**src/rtl/fetch_unit_if.sv**
```systemverilog
// Fetch-stage bus: instruction-memory port, hazard/jump controls from decode,
// and the IF/ID register contents presented to decode.
interface fetch_unit_if #(
  parameter int PC_WIDTH = 16
);
  logic [PC_WIDTH-1:0] imem_addr;
  logic [31:0]         imem_rdata;
  logic                stall;
  logic [1:0]          JMPSel;
  logic                cond_fail;
  logic [PC_WIDTH-1:0] reg_target;
  logic [4:0]          OPcode;
  logic [2:0]          ALUop;
  logic [31:0]         id_instr;
  logic [PC_WIDTH-1:0] id_pc;
  logic                id_valid;
  logic                redirect;

  modport master (
    output imem_addr, OPcode, ALUop, id_instr, id_pc, id_valid, redirect,
    input  imem_rdata, stall, JMPSel, cond_fail, reg_target
  );

  modport slave (
    input  imem_addr, OPcode, ALUop, id_instr, id_pc, id_valid, redirect,
    output imem_rdata, stall, JMPSel, cond_fail, reg_target
  );
endinterface

```
**src/rtl/fetch_unit.sv**
```systemverilog
// Instruction fetch and IF/ID stage: PC sequencing, synchronous-read imem,
// one-entry skid buffer for stalls, and redirect/squash on taken jumps.
module fetch_unit #(
  parameter int                  PC_WIDTH = 16,
  parameter logic [PC_WIDTH-1:0] RESET_PC = '0
) (
  input  logic          clk,
  input  logic          rst_n,
  fetch_unit_if.master  bus
);

  typedef enum logic [1:0] {
    JMP_SEQ     = 2'b00,
    JMP_REL     = 2'b01,
    JMP_REG     = 2'b10,
    JMP_SEQ_ALT = 2'b11
  } jmp_sel_e;

  logic [PC_WIDTH-1:0] pc_q, pc_d;
  logic [PC_WIDTH-1:0] fpc_q, fpc_d;
  logic                r_valid_q, r_valid_d;
  logic                skid_valid_q, skid_valid_d;
  logic [31:0]         skid_instr_q, skid_instr_d;
  logic [PC_WIDTH-1:0] skid_pc_q, skid_pc_d;
  logic                id_valid_q, id_valid_d;
  logic [31:0]         id_instr_q, id_instr_d;
  logic [PC_WIDTH-1:0] id_pc_q, id_pc_d;

  jmp_sel_e            jmp_sel;
  logic                is_jump;
  logic                redirect;
  logic [PC_WIDTH-1:0] rel_offset;
  logic [PC_WIDTH-1:0] target;

  // Jump decode and target; an X on JMPSel is masked by id_valid_q=0.
  always_comb begin
    jmp_sel    = jmp_sel_e'(bus.JMPSel);
    is_jump    = (jmp_sel == JMP_REL) || (jmp_sel == JMP_REG);
    redirect   = id_valid_q & ~bus.stall & ~bus.cond_fail & is_jump;
    rel_offset = PC_WIDTH'($signed(id_instr_q[15:0]));
    target     = (jmp_sel == JMP_REG) ? bus.reg_target
                                      : id_pc_q + PC_WIDTH'(1) + rel_offset;
  end

  always_comb begin
    // NOTE: every _d gets its hold value first so no path through the
    // branches below leaves a signal unassigned and infers a latch.
    pc_d         = pc_q;
    fpc_d        = pc_q;
    r_valid_d    = ~bus.stall & ~redirect;
    skid_valid_d = skid_valid_q;
    skid_instr_d = skid_instr_q;
    skid_pc_d    = skid_pc_q;
    id_valid_d   = id_valid_q;
    id_instr_d   = id_instr_q;
    id_pc_d      = id_pc_q;

    if (!bus.stall) begin
      pc_d = redirect ? target : pc_q + PC_WIDTH'(1);
    end

    // The skid catches the word that arrives in the first stall cycle,
    // because the PC is already past it and it would otherwise be lost.
    if (bus.stall) begin
      if (r_valid_q && !skid_valid_q) begin
        skid_valid_d = 1'b1;
        skid_instr_d = bus.imem_rdata;
        skid_pc_d    = fpc_q;
      end
    end else begin
      skid_valid_d = 1'b0;
    end

    if (!bus.stall) begin
      if (redirect) begin
        id_valid_d = 1'b0;
      end else if (skid_valid_q) begin
        id_valid_d = 1'b1;
        id_instr_d = skid_instr_q;
        id_pc_d    = skid_pc_q;
      end else begin
        id_valid_d = r_valid_q;
        id_instr_d = bus.imem_rdata;
        id_pc_d    = fpc_q;
      end
    end
  end

  always_ff @(posedge clk or negedge rst_n) begin
    if (!rst_n) begin
      pc_q         <= RESET_PC;
      fpc_q        <= RESET_PC;
      r_valid_q    <= 1'b0;
      skid_valid_q <= 1'b0;
      id_valid_q   <= 1'b0;
      id_instr_q   <= '0;
      id_pc_q      <= '0;
    end else begin
      pc_q         <= pc_d;
      fpc_q        <= fpc_d;
      r_valid_q    <= r_valid_d;
      skid_valid_q <= skid_valid_d;
      id_valid_q   <= id_valid_d;
      id_instr_q   <= id_instr_d;
      id_pc_q      <= id_pc_d;
    end
  end

  // NOTE: skid payload is only read while skid_valid_q is set, so it is
  // left unreset like a memory and kept out of the reset block.
  always_ff @(posedge clk) begin
    skid_instr_q <= skid_instr_d;
    skid_pc_q    <= skid_pc_d;
  end

  assign bus.imem_addr = pc_q;
  assign bus.OPcode    = id_instr_q[31:27];
  assign bus.ALUop     = id_instr_q[26:24];
  assign bus.id_instr  = id_instr_q;
  assign bus.id_pc     = id_pc_q;
  assign bus.id_valid  = id_valid_q;
  assign bus.redirect  = redirect;

endmodule
```
**src/flat_wrapper.sv**
```systemverilog
// flat-port wrapper written by rule: the top's interface ports become plain ports
module fetch_unit_flat 
#(
  parameter int                  PC_WIDTH = 16,
  parameter logic [PC_WIDTH-1:0] RESET_PC = '0
)
  (clk, rst_n, bus_imem_addr, bus_OPcode, bus_ALUop, bus_id_instr, bus_id_pc, bus_id_valid, bus_redirect, bus_imem_rdata, bus_stall, bus_JMPSel, bus_cond_fail, bus_reg_target);
  fetch_unit_if #(.PC_WIDTH(PC_WIDTH)) bus_i ();
  input  logic clk;
  input  logic rst_n;
  output wire logic [$bits(bus_i.imem_addr)-1:0] bus_imem_addr;
  output wire logic [$bits(bus_i.OPcode)-1:0] bus_OPcode;
  output wire logic [$bits(bus_i.ALUop)-1:0] bus_ALUop;
  output wire logic [$bits(bus_i.id_instr)-1:0] bus_id_instr;
  output wire logic [$bits(bus_i.id_pc)-1:0] bus_id_pc;
  output wire logic [$bits(bus_i.id_valid)-1:0] bus_id_valid;
  output wire logic [$bits(bus_i.redirect)-1:0] bus_redirect;
  input wire logic [$bits(bus_i.imem_rdata)-1:0] bus_imem_rdata;
  input wire logic [$bits(bus_i.stall)-1:0] bus_stall;
  input wire logic [$bits(bus_i.JMPSel)-1:0] bus_JMPSel;
  input wire logic [$bits(bus_i.cond_fail)-1:0] bus_cond_fail;
  input wire logic [$bits(bus_i.reg_target)-1:0] bus_reg_target;
  assign bus_imem_addr = bus_i.imem_addr;
  assign bus_OPcode = bus_i.OPcode;
  assign bus_ALUop = bus_i.ALUop;
  assign bus_id_instr = bus_i.id_instr;
  assign bus_id_pc = bus_i.id_pc;
  assign bus_id_valid = bus_i.id_valid;
  assign bus_redirect = bus_i.redirect;
  assign bus_i.imem_rdata = bus_imem_rdata;
  assign bus_i.stall = bus_stall;
  assign bus_i.JMPSel = bus_JMPSel;
  assign bus_i.cond_fail = bus_cond_fail;
  assign bus_i.reg_target = bus_reg_target;
  fetch_unit #(.PC_WIDTH(PC_WIDTH), .RESET_PC(RESET_PC)) u_core (.clk(clk), .rst_n(rst_n), .bus(bus_i));
endmodule
```
**config.mk**
```make
export PLATFORM = sky130hd
export DESIGN_NAME = fetch_unit_flat
export DESIGN_NICKNAME = d
export VERILOG_FILES = /design/src/rtl/fetch_unit_if.sv /design/src/rtl/fetch_unit.sv /design/src/flat_wrapper.sv
export SDC_FILE = /design/constraint.sdc
export NUM_CORES = 1
export LEC_CHECK = 0
export ABC_CLOCK_PERIOD_IN_PS = 4800
export BUFFER_PORTS_ARGS = -buffer_cell sky130_fd_sc_hd__buf_4
export CAP_MARGIN = 40
export CORE_AREA = 2 2 115 117
export CTS_CLUSTER_DIAMETER = 150
export DETAILED_ROUTE_END_ITERATION = 12
export DIE_AREA = 0 0 117 119
export GPL_ROUTABILITY_DRIVEN = 0
export MAX_ROUTING_LAYER = met4
export PLACE_DENSITY = 0.74
export SYNTH_ARGS = -nofsm -noshare
export SYNTH_HDL_FRONTEND = slang
export SYNTH_SLANG_ARGS = --single-unit
```
**constraint.sdc**
```tcl
create_clock -name clk -period 4.8 [get_ports clk]
set_input_delay 0.96 -clock clk [delete_from_list [all_inputs] [get_ports clk]]
set_output_delay 0.96 -clock clk [all_outputs]
set_load 0.01 [all_outputs]
```
==> qor.csv, run 1 <==
stage;metric;value;unit
finish;fin area;0.00768;mm^2
synthesis;top post-synthesis cells by area;dfrtp_1 34%, edfxtp_1 24%, mux2i_1 8.1%;
synthesis;area leader, netlist;dfrtp_1;
synthesis;sequential share of the synthesized area;0.579;
place;Placed Instances;808;
synthesis;average size of a mapped cell;11.4;um^2
clock_network;CTS root buf;clkbuf_16;
finish;Final Non-Filler Cells;840;
synthesis;main combinational cell family by area after synthesis;compound AO/OA/AOI/OAI gates;
worst_setup_path;Crit-path slowest cell;or3b_1;
clock_network;Setup Fix Bufs, Post-CTS;0;
finish;Layout area overhead;26.3;%
synthesis;Post-synth ARST share;0.634;
place;IO buf count;127;
power;clock group share of total power;0.289;
routing;Vias/cell;5.46;
finish;Antenna diodes;0;
clock_network;CTS Buffer Depth;2;
timing;Final Hold Fails;0;
power;Pwr Density;522;mW/mm^2
synthesis;Post-synth EDFFs;48;
clock_network;clock-pin transition on the worst setup and hold timing paths;0.06;ns
timing;fmax;282;MHz
synthesis;mux contribution to synthesized area;0.0825;
timing;period utilisation layout;0.739;
power;Sw Ratio;0.335;
timing;Slew headroom;0.379;
synthesis;post-synthesis net count;604;
timing;fin. max-slew vios;0;
clock_network;CTS Hold Bufs;0;
worst_setup_path;Crit. End Element;output port;
synthesis;post-synthesis xor/xnor area fraction;0.0115;
synthesis;synthesized flop and latch total;131;
synthesis;compound-cell area share of the yosys netlist;0.149;
synthesis;YS warnings;0;
timing;slew of the pin with the lowest slew margin;0.931;ns
synthesis;Post-Synth Adder-Cell Area;0.0383;
global_route;GRT Util Overall;0.221;
global_route;number of global-route vias before repair;4596;
power;P_leak;3.32;nW
routing;initial detailed-routing violation count;293;
synthesis;post-synth cell types;63;
finish;nets@finish;723;
worst_setup_path;Crit Path Class;in2out;
floorplanning;chip width;117;um
clock_network;CTS tree;done;
synthesis;area fraction in and, or, nand and nor cells after synthesis;0.105;
floorplanning;num ports;128;
timing;clock period minus worst slack;3.54;ns
worst_setup_path;Worst Path Required;3.84;ns
worst_setup_path;CP top delay family;simple AND/OR/NAND/NOR gates;
worst_setup_path;Critical Path Most Common Cell;buf_4;
timing;RSZ-0062 raised after global routing;false;
power;combinational power share;0.293;
worst_setup_path;CP peak stage delay;0.77;ns
routing;Pre-antenna DRT Iters;4;
run_status;status;complete, no violations;
routing;number of routed nets with antenna violations;0;
routing;residual DRC count;0;
global_route;first-pass GRT wire length;22800;um
place;dpl cell area;0.00714;mm^2
worst_setup_path;Worst EP arrival;2.58;ns
power;Int Pwr;0.00266;W
floorplanning;die height;119;um
timing;setup violators final;0;
routing;WL final;14500;um
flow_run;Max Cap Viol;0;
power;total power;0.00401;W
power;switching power;0.00134;W
synthesis;Mapped Cells;532;
power;sequential fraction of design power;0.417;
synthesis;synthesized area;0.00608;mm^2
routing;DR vias;4585;
global_route;initial antenna violation count;0;
worst_setup_path;critical path peak fanout;24;
min_path;Hold Path Class;reg2reg;
clock_network;Clock Latency Late Sink;0.42;ns
worst_setup_path;crit path buf inv count;3;
timing;Clock Skew;0.00723;ns
floorplanning;Initial Util;0.472;
synthesis;share of the synthesized area in the top cell type;0.342;
worst_setup_path;CP cell instances;buf_4 -> inv_1 -> ha_1 -> or3b_1 -> nor2_8 -> buf_4;
clock_network;CTS Sinks;131;
finish;fillers;1056;
floorplanning;DIE AREA;0.0139;mm^2
global_route;grt ovf;0;
power;Peak VDD IR;289;uV
place;DP Wirelength;9970;um
synthesis;Main synth FF type;dfrtp_1;
routing;WL per Instance;17.2;um
global_route;largest net degree at the start of global routing;59;
timing;Setup TNS;0;ns
clock_network;CTS resizes;0;
floorplanning;std cell rows;42;
clock_network;Inserted Clock Buffers;17;
synthesis;Synth top cells by count;83 x dfrtp_1, 75 x nand2_1, 71 x o21ai_0, 49 x mux2i_1, 48 x edfxtp_1;
clock_network;H-tree levels;4;
synthesis;top-count cell post-synth;dfrtp_1;
worst_setup_path;startpoint types;input pin;
floorplanning;Core Region;0.0129;mm^2
finish;layout cells sized above 1;0.276;
layout make-up:
type	count	area, um^2	area share
flip-flops and latches	131	3520	0.459
clock buffers	19	453	0.0590
repair buffers	134	1010	0.131
well taps	176	220	0.0287
clock inverters	13	85.1	0.0111
multi-input cells	358	2360	0.307
inverters	9	33.8	0.00440
layer usage:
metal | GRT usage | wire length, um
met3 | 0.0555 | 913
met5 | - | 0
met1 | 0.267 | 6140
met2 | 0.352 | 7060
met4 | 0.0941 | 362
placed cells by master, fill, tap and decap left out, types with 4 or more instances in the layout:
cell	instances
buf_4	134
xor2_1	4
nand3_1	9
a21oi_1	24
edfxtp_1	48
mux2i_1	49
o21ai_0	71
clkbuf_16	17
a31oi_1	8
ha_1	17
clkinv_2	5
dfrtp_1	82
o211ai_1	4
xnor2_1	4
nor2_1	19
o22ai_1	5
nor3_1	5
clkinvlp_4	4
nand2_1	75
a21o_1	5
inv_1	8
path summary, 6_finish.rpt:
kind	slack, ns	startpoint	depth (start not counted)	endpoint
worst max-delay path	1.26	bus_JMPSel[0]	6	bus_redirect
worst min-delay path	0.45	u_core.fpc_q[6]$_DFF_PN0_	0	u_core.skid_pc_q[6]$_DFFE_PP_
worst max register to register	2.35	u_core.bus.id_instr[0]$_DFFE_PN0P_	10	u_core.bus.imem_addr[12]$_DFFE_PN0N_
worst min register to register	0.45	u_core.fpc_q[6]$_DFF_PN0_	0	u_core.skid_pc_q[6]$_DFFE_PP_
max in group asynchronous	3.30	rst_n	2	u_core.bus.imem_addr[10]$_DFFE_PN0N_
min in group asynchronous	0.59	rst_n	1	u_core.bus.id_pc[13]$_DFFE_PN0P_
through the flow:
stage | worst slack (ns) | utilization | hold slack [ns]
4_1_cts | 1.26 | 0.596 | 0.442
5_1_grt | 1.19 | 0.596 | 0.457
3_5_place_dp | 1.27 | 0.554 | 0.428
6_report | 1.26 | 0.596 | 0.447
3_3_place_gp | 1.31 | 0.554 | 0.427
2_1_floorplan | 0.967 | - | 0.424
power by group through the flow:
| stage | Clock, W | Sequential [W] | Combinational (W) |
|---|---|---|---|
| global route | 0.00123 | 0.00170 | 0.00129 |
| floorplan | 0 | 0.00168 | 0.000645 |
| finish | 0.00116 | 0.00167 | 0.00117 |
| detailed placement | 0 | 0.00169 | 0.00117 |
| global placement | 0 | 0.00167 | 0.00115 |
| CTS | 0.00119 | 0.00167 | 0.00118 |
flip-flops by register name (all words and copies together) (netlist names):
signal	cells
u_core.bus.id_instr	32
u_core.skid_instr_q	32
u_core.bus.id_pc	16
u_core.bus.imem_addr	16
u_core.fpc_q	16
u_core.skid_pc_q	16
u_core.bus.id_valid	1
u_core.r_valid_q	1
u_core.skid_valid_q	1
cell families after synthesis:
logic type / Yosys count
AO/OA/AOI/OAI: 147
adder cells (fa/ha/maj): 18
multiplexers: 50
XOR/XNOR: 8
buffers and inverters: 43
flip-flops: 131
AND/OR/NAND/NOR: 135
No activity file was read; power rests on OpenSTA's default activity.
==> run 2, diff against run 1 <==
--- a/config.mk
+++ b/config.mk
@@ -5,16 +5,17 @@
 export SDC_FILE = /design/constraint.sdc
 export NUM_CORES = 1
 export LEC_CHECK = 0
-export ABC_CLOCK_PERIOD_IN_PS = 4800
+export ABC_AREA = 1
+export ABC_CLOCK_PERIOD_IN_PS = 3180
 export BUFFER_PORTS_ARGS = -buffer_cell sky130_fd_sc_hd__buf_4
 export CAP_MARGIN = 40
-export CORE_AREA = 2 2 115 117
+export CORE_AREA = 2 2 117 119
 export CTS_CLUSTER_DIAMETER = 150
 export DETAILED_ROUTE_END_ITERATION = 12
-export DIE_AREA = 0 0 117 119
+export DIE_AREA = 0 0 119 121
 export GPL_ROUTABILITY_DRIVEN = 0
 export MAX_ROUTING_LAYER = met4
-export PLACE_DENSITY = 0.74
+export PLACE_DENSITY = 0.75
 export SYNTH_ARGS = -nofsm -noshare
 export SYNTH_HDL_FRONTEND = slang
 export SYNTH_SLANG_ARGS = --single-unit
==> constraint.sdc (replaced) <==
create_clock -name clk -period 3.18 [get_ports clk]
set_input_delay 0.636 -clock clk [delete_from_list [all_inputs] [get_ports clk]]
set_output_delay 0.636 -clock clk [all_outputs]
set_load 0.01 [all_outputs]
==> qor.csv, run 2 <==
stage;metric;value;unit;change
global_route;GRT Util Overall;0.225;;+0.00402
synthesis;main combinational cell family by area after synthesis;simple AND/OR/NAND/NOR gates;;
floorplanning;Core Region;0.0131;mm^2;+1.6%
synthesis;Mapped Cells;728;;+37%
finish;fin area;0.00803;mm^2;+4.6%
synthesis;YS warnings;0;;unchanged
timing;Clock Skew;0.00784;ns;+0.000617 ns
timing;slew of the pin with the lowest slew margin;0.764;ns;-0.167 ns
clock_network;clock-pin transition on the worst setup and hold timing paths;0.05;ns;about the same
synthesis;mux contribution to synthesized area;0;;-0.0825
clock_network;CTS Buffer Depth;2;;unchanged
clock_network;H-tree levels;4;;unchanged
routing;residual DRC count;0;;unchanged
global_route;number of global-route vias before repair;5014;;+9.1%
synthesis;synthesized flop and latch total;131;;unchanged
synthesis;post-synthesis xor/xnor area fraction;0.0137;;+0.00217
min_path;Hold Path Class;in2async;;
clock_network;Setup Fix Bufs, Post-CTS;0;;unchanged
power;Peak VDD IR;346;uV;+20%
routing;number of routed nets with antenna violations;0;;unchanged
routing;WL final;14700;um;+1.8%
synthesis;post-synthesis net count;800;;+32%
floorplanning;chip width;119;um;+1.7%
power;Sw Ratio;0.317;;-0.0186
timing;Final Hold Fails;0;;unchanged
power;P_leak;3.88;nW;+17%
synthesis;top-count cell post-synth;nand2_1;;
timing;clock period minus worst slack;2.40;ns;
timing;fmax;417;MHz;
synthesis;top post-synthesis cells by area;dfrtp_1 32%, edfxtp_1 23%, nand2_1 11%;;
synthesis;synthesized area;0.00639;mm^2;+5.2%
finish;layout cells sized above 1;0.207;;-0.0688
worst_setup_path;Critical Path Most Common Cell;buf_4;;
global_route;first-pass GRT wire length;24300;um;+6.6%
floorplanning;die height;121;um;+1.7%
worst_setup_path;Crit-path slowest cell;ha_1;;
routing;initial detailed-routing violation count;322;;+9.9%
worst_setup_path;startpoint types;input pin;;
finish;fillers;1138;;+7.8%
synthesis;Main synth FF type;dfrtp_1;;
worst_setup_path;Worst Path Required;2.54;ns;-1.30 ns
flow_run;Max Cap Viol;0;;unchanged
synthesis;Synth top cells by count;189 x nand2_1, 106 x o21ai_0, 90 x inv_1, 83 x dfrtp_1, 54 x nor2_1;;
run_status;status;complete, no violations;;
finish;commonest non-fill, non-tap cell in the layout;nand2_1;;
finish;Layout area overhead;25.6;%;
worst_setup_path;CP cell instances;buf_4 -> inv_1 -> ha_1 -> nor2_1 -> nand2_2 -> inv_2 -> buf_4;;
routing;Vias/cell;4.94;;-9.6%
clock_network;CTS Hold Bufs;0;;unchanged
routing;DR vias;5094;;+11%
timing;Slew headroom;0.490;;+0.111
clock_network;Inserted Clock Buffers;17;;unchanged
finish;nets@finish;916;;+27%
finish;Antenna diodes;0;;unchanged
worst_setup_path;CP peak stage delay;0.27;ns;-0.50 ns
worst_setup_path;CP top delay family;buffers and inverters;;
global_route;grt ovf;0;;unchanged
routing;Pre-antenna DRT Iters;5;;+1
place;IO buf count;127;;unchanged
global_route;largest net degree at the start of global routing;97;;+64%
worst_setup_path;crit path buf inv count;4;;+1
timing;setup violators final;0;;unchanged
floorplanning;num ports;128;;unchanged
synthesis;Post-synth ARST share;0.634;;unchanged
routing;WL met3;800;um;-12%
clock_network;Clock Latency Late Sink;0.42;ns;about the same
power;total power;0.00572;W;+43%
synthesis;post-synth cell types;44;;-30%
worst_setup_path;Crit Path Class;in2out;;
clock_network;CTS Sinks;131;;unchanged
finish;most frequent cells in the layout;189 x nand2_1, 131 x buf_4, 106 x o21ai_0;;
worst_setup_path;critical path peak fanout;14;;-42%
synthesis;Post-synth EDFFs;48;;unchanged
synthesis;compound-cell area share of the yosys netlist;0.127;;-0.0216
floorplanning;DIE AREA;0.0144;mm^2;+3.4%
place;DP Wirelength;10200;um;+2.2%
routing;uppermost layer routed;met4;;
timing;Setup TNS;0;ns;unchanged
routing;WL met2;6880;um;-2.5%
synthesis;Post-Synth Adder-Cell Area;0.0364;;-0.00188
clock_network;CTS resizes;0;;unchanged
worst_setup_path;Worst EP arrival;1.76;ns;-0.82 ns
routing;WL per Instance;14.3;um;-17%
power;sequential fraction of design power;0.415;;-0.002
synthesis;share of the synthesized area in the top cell type;0.325;;-0.0168
timing;period utilisation layout;0.754;;
synthesis;area leader, netlist;dfrtp_1;;
synthesis;sequential share of the synthesized area;0.550;;-0.0284
floorplanning;std cell rows;42;;unchanged
power;Pwr Density;713;mW/mm^2;+37%
worst_setup_path;Crit. End Element;output port;;
clock_network;CTS root buf;clkbuf_16;;
synthesis;average size of a mapped cell;8.78;um^2;-23%
place;dpl cell area;0.00748;mm^2;+4.8%
timing;fin. max-slew vios;0;;unchanged
power;Int Pwr;0.00391;W;+47%
routing;WL met1;6850;um;+12%
power;combinational power share;0.264;;-0.029
power;switching power;0.00181;W;+35%
floorplanning;Initial Util;0.489;;+0.0164
timing;RSZ-0062 raised after global routing;false;;
synthesis;area fraction in and, or, nand and nor cells after synthesis;0.187;;+0.0815
global_route;initial antenna violation count;0;;unchanged
clock_network;CTS tree;done;;
power;clock group share of total power;0.322;;+0.033
## run 2: changes by cell type after synthesis, moves of 5 or more
| cell | change |
|---|---|
| a21o_1 | -5 |
| a31oi_1 | -7 |
| buf_2 | +10 |
| inv_1 | +82 |
| mux2i_1 | -49 |
| nand2_1 | +114 |
| nand3_1 | +12 |
| nor2_1 | +35 |
| o21ai_0 | +35 |
## run 2: stage by stage
stage | std cells | utilization | setup slack, ns | hold slack, ns
CTS | 1032 | 0.614 | 0.794 | 0.277
finish | 1032 | 0.614 | 0.781 | 0.257
detailed placement | 1001 | 0.571 | 0.526 | 0.430
floorplan | 728 | - | 0.440 | 0.340
global placement | 1000 | 0.569 | 0.575 | 0.427
global route | 1032 | 0.614 | 0.683 | 0.293
## run 2: layout make-up
class | count | area, um^2 | area share
clock buffer | 25 | 475 | 0.0592
clock inverter | 6 | 78.8 | 0.00981
inverter | 94 | 353 | 0.0439
multi-input combinational | 466 | 2330 | 0.291
sequential | 131 | 3520 | 0.438
tap | 176 | 220 | 0.0274
timing repair buffer | 134 | 1050 | 0.131
## run 2: power groups by stage
stage	clock network (W)	registers, W	logic, W
final	0.00184	0.00237	0.00151
after CTS	0.00188	0.00237	0.00152
after global placement	0	0.00240	0.00146
after global routing	0.00196	0.00241	0.00170
after detailed placement	0	0.00240	0.00150
after floorplan	0	0.00238	0.000852
## run 2: kinds of logic after synthesis
group | after synthesis
XOR/XNOR | 10
AO/OA/AOI/OAI | 152
buffers and inverters | 131
adder cells (fa/ha/maj) | 18
AND/OR/NAND/NOR | 286
flip-flops | 131
## run 2: layer usage
metal	GRT usage	vias to the layer above
met2	0.346	161
met1	0.292	2324
li1	-	2593
met5	-	-
met3	0.0475	16
met4	0.0945	0
## run 2: final timing paths
check                                                 from                                   end  slack (ns)  cells after the start
hold / removal                                       rst_n   u_core.bus.id_instr[28]$_DFFE_PN0P_        0.26                      1
max in group asynchronous                            rst_n   u_core.bus.id_instr[12]$_DFFE_PN0P_        2.30                      2
min in group clk                        bus_imem_rdata[11]     u_core.skid_instr_q[11]$_DFFE_PP_        0.40                      1
hold reg to reg                  u_core.fpc_q[3]$_DFF_PN0_         u_core.skid_pc_q[3]$_DFFE_PP_        0.44                      0
setup reg to reg           u_core.bus.id_pc[0]$_DFFE_PN0P_  u_core.bus.imem_addr[14]$_DFFE_PN0N_        1.11                     14
setup / recovery                             bus_JMPSel[0]                          bus_redirect        0.78                      7
==> run 3, diff against run 2 <==
--- a/config.mk
+++ b/config.mk
@@ -6,7 +6,7 @@
 export NUM_CORES = 1
 export LEC_CHECK = 0
 export ABC_AREA = 1
-export ABC_CLOCK_PERIOD_IN_PS = 3180
+export ABC_CLOCK_PERIOD_IN_PS = 2500
 export BUFFER_PORTS_ARGS = -buffer_cell sky130_fd_sc_hd__buf_4
 export CAP_MARGIN = 40
 export CORE_AREA = 2 2 117 119
@@ -15,7 +15,7 @@
 export DIE_AREA = 0 0 119 121
 export GPL_ROUTABILITY_DRIVEN = 0
 export MAX_ROUTING_LAYER = met4
-export PLACE_DENSITY = 0.75
+export PLACE_DENSITY = 0.72
 export SYNTH_ARGS = -nofsm -noshare
 export SYNTH_HDL_FRONTEND = slang
 export SYNTH_SLANG_ARGS = --single-unit
==> constraint.sdc (replaced) <==
create_clock -name clk -period 2.5 [get_ports clk]
set_input_delay 0.5 -clock clk [delete_from_list [all_inputs] [get_ports clk]]
set_output_delay 0.5 -clock clk [all_outputs]
set_load 0.01 [all_outputs]
==> qor.csv, run 3 (synthesis gave the netlist of run 2 again) <==
stage;metric;value;unit;change
finish;nets@finish;917;;+0.11%
routing;WL per Instance;14.9;um;+4.2%
timing;clock period minus worst slack;2.15;ns;
clock_network;clock-pin transition on the worst setup and hold timing paths;0.06;ns;about the same
timing;period utilisation layout;0.859;;
power;clock group share of total power;0.322;;about the same
flow_run;Max Cap Viol;0;;unchanged
floorplanning;num ports;128;;unchanged
routing;residual DRC count;0;;unchanged
power;switching power;0.00242;W;+33%
timing;fin. max-slew vios;0;;unchanged
global_route;grt ovf;0;;unchanged
finish;layout cells sized above 1;0.214;;+0.00768
clock_network;CTS tree;done;;
global_route;largest net degree at the start of global routing;93;;-4.1%
clock_network;CTS root buf;clkbuf_16;;
clock_network;Setup Fix Bufs, Post-CTS;0;;unchanged
global_route;number of global-route vias before repair;4980;;-0.68%
clock_network;CTS resizes;0;;unchanged
worst_setup_path;Worst EP arrival;2.48;ns;+0.72 ns
finish;commonest non-fill, non-tap cell in the layout;nand2_1;;
power;Peak VDD IR;459;uV;+33%
routing;number of routed nets with antenna violations;0;;unchanged
power;Pwr Density;910;mW/mm^2;+28%
floorplanning;Core Region;0.0131;mm^2;unchanged
run_status;status;complete, no violations;;
routing;Pre-antenna DRT Iters;7;;+2
routing;initial detailed-routing violation count;360;;+12%
floorplanning;DIE AREA;0.0144;mm^2;unchanged
power;total power;0.00734;W;+28%
global_route;first-pass GRT wire length;24900;um;+2.5%
power;sequential fraction of design power;0.410;;-0.005
worst_setup_path;critical path peak fanout;3;;-11
timing;slew of the pin with the lowest slew margin;0.783;ns;+0.0186 ns
timing;Setup TNS;0;ns;unchanged
clock_network;CTS Buffer Depth;2;;unchanged
routing;Vias/cell;5.14;;+4.1%
timing;setup violators final;0;;unchanged
timing;RSZ-0062 raised after global routing;false;;
floorplanning;chip width;119;um;unchanged
finish;Layout area overhead;26.0;%;
timing;Final Hold Fails;0;;unchanged
min_path;Hold Path Class;in2async;;
timing;fmax;466;MHz;
finish;most frequent cells in the layout;189 x nand2_1, 131 x buf_4, 106 x o21ai_0;;
clock_network;CTS Hold Bufs;0;;unchanged
global_route;initial antenna violation count;0;;unchanged
finish;fillers;1104;;-3.0%
floorplanning;std cell rows;42;;unchanged
power;P_leak;3.87;nW;about the same
clock_network;Inserted Clock Buffers;17;;unchanged
floorplanning;Initial Util;0.489;;unchanged
power;Sw Ratio;0.329;;+0.0125
worst_setup_path;Crit Path Class;reg2reg;;
clock_network;H-tree levels;4;;unchanged
timing;Clock Skew;0.0107;ns;+0.00287 ns
clock_network;Clock Latency Late Sink;0.42;ns;about the same
place;DP Wirelength;10600;um;+4.3%
worst_setup_path;startpoint types;flip-flop;;
worst_setup_path;Crit. End Element;flip-flop;;
finish;Antenna diodes;0;;unchanged
power;Int Pwr;0.00492;W;+26%
floorplanning;die height;121;um;unchanged
timing;Slew headroom;0.478;;-0.0124
place;IO buf count;127;;unchanged
power;combinational power share;0.268;;+0.004
worst_setup_path;Worst Path Required;2.84;ns;+0.30 ns
routing;DR vias;5311;;+4.3%
global_route;GRT Util Overall;0.230;;+0.00467
finish;final core occ;0.616;;+0.00201
clock_network;CTS Sinks;131;;unchanged
routing;WL final;15400;um;+4.4%
## run 3: power groups by stage
stage,sequential [W],clock [W],combinational (W)
final,0.00301,0.00237,0.00196
after global routing,0.00306,0.00251,0.00220
after CTS,0.00301,0.00240,0.00196
after detailed placement,0.00304,0,0.00194
after global placement,0.00303,0,0.00188
after floorplan,0.00303,0,0.00109
## run 3: metal layers
layer  up-vias  wire, um  global-route usage
met3        23      1120              0.0475
met4         0       231              0.0923
li1       2604         -                   -
met1      2474      7030               0.312
met5         -         0                   -
met2       210      7020               0.341
## run 3: stage by stage
step / hold slack [ns] / instance area (um^2) / cells / setup WS [ns]
6_report: 0.0154 / 8060 / 1034 / 0.354
5_1_grt: 0.0369 / 8060 / 1034 / 0.163
4_1_cts: 0.0126 / 8060 / 1034 / 0.356
3_5_place_dp: 0.427 / 7490 / 1002 / 0.294
3_3_place_gp: 0.423 / 7490 / 1002 / 0.417
2_1_floorplan: 0.204 / 6400 / 728 / 0.412
## run 3: final cells by class
| class | instances | area (um^2) | area share |
|---|---|---|---|
| sequential | 131 | 3520 | 0.437 |
| multi-input combinational | 466 | 2330 | 0.290 |
| timing repair buffer | 135 | 1060 | 0.132 |
| clock buffer | 17 | 425 | 0.0528 |
| inverter | 94 | 353 | 0.0438 |
| tap | 176 | 220 | 0.0273 |
| clock inverter | 15 | 143 | 0.0177 |
## run 3: worst paths after layout
| path | cells past startpoint | start | slack (ns) | to |
|---|---|---|---|---|
| setup / recovery | 13 | u_core.bus.id_pc[0]$_DFFE_PN0P_ | 0.35 | u_core.bus.imem_addr[14]$_DFFE_PN0N_ |
| hold / removal | 1 | rst_n | 0.02 | u_core.bus.id_instr[3]$_DFFE_PN0P_ |
| setup reg to reg | 13 | u_core.bus.id_pc[0]$_DFFE_PN0P_ | 0.35 | u_core.bus.imem_addr[14]$_DFFE_PN0N_ |
| hold reg to reg | 0 | u_core.fpc_q[11]$_DFF_PN0_ | 0.44 | u_core.skid_pc_q[11]$_DFFE_PP_ |
| max in group asynchronous | 2 | rst_n | 1.87 | u_core.bus.id_pc[7]$_DFFE_PN0P_ |
| min in group clk | 1 | bus_imem_rdata[1] | 0.27 | u_core.skid_instr_q[1]$_DFFE_PP_ |
## run 3: worst max-delay path: stages, from the launching register on
cell,delay (ns)
dfrtp_1,0.37
inv_1,0.07
ha_1,0.18
inv_1,0.07
fa_1,0.40
nand2_1,0.09
nand2_1,0.08
nand3b_2,0.12
nand2_1,0.13
nand2_1,0.11
nand3_1,0.08
nand3_1,0.14
nand2_1,0.07
a21oi_1,0.15
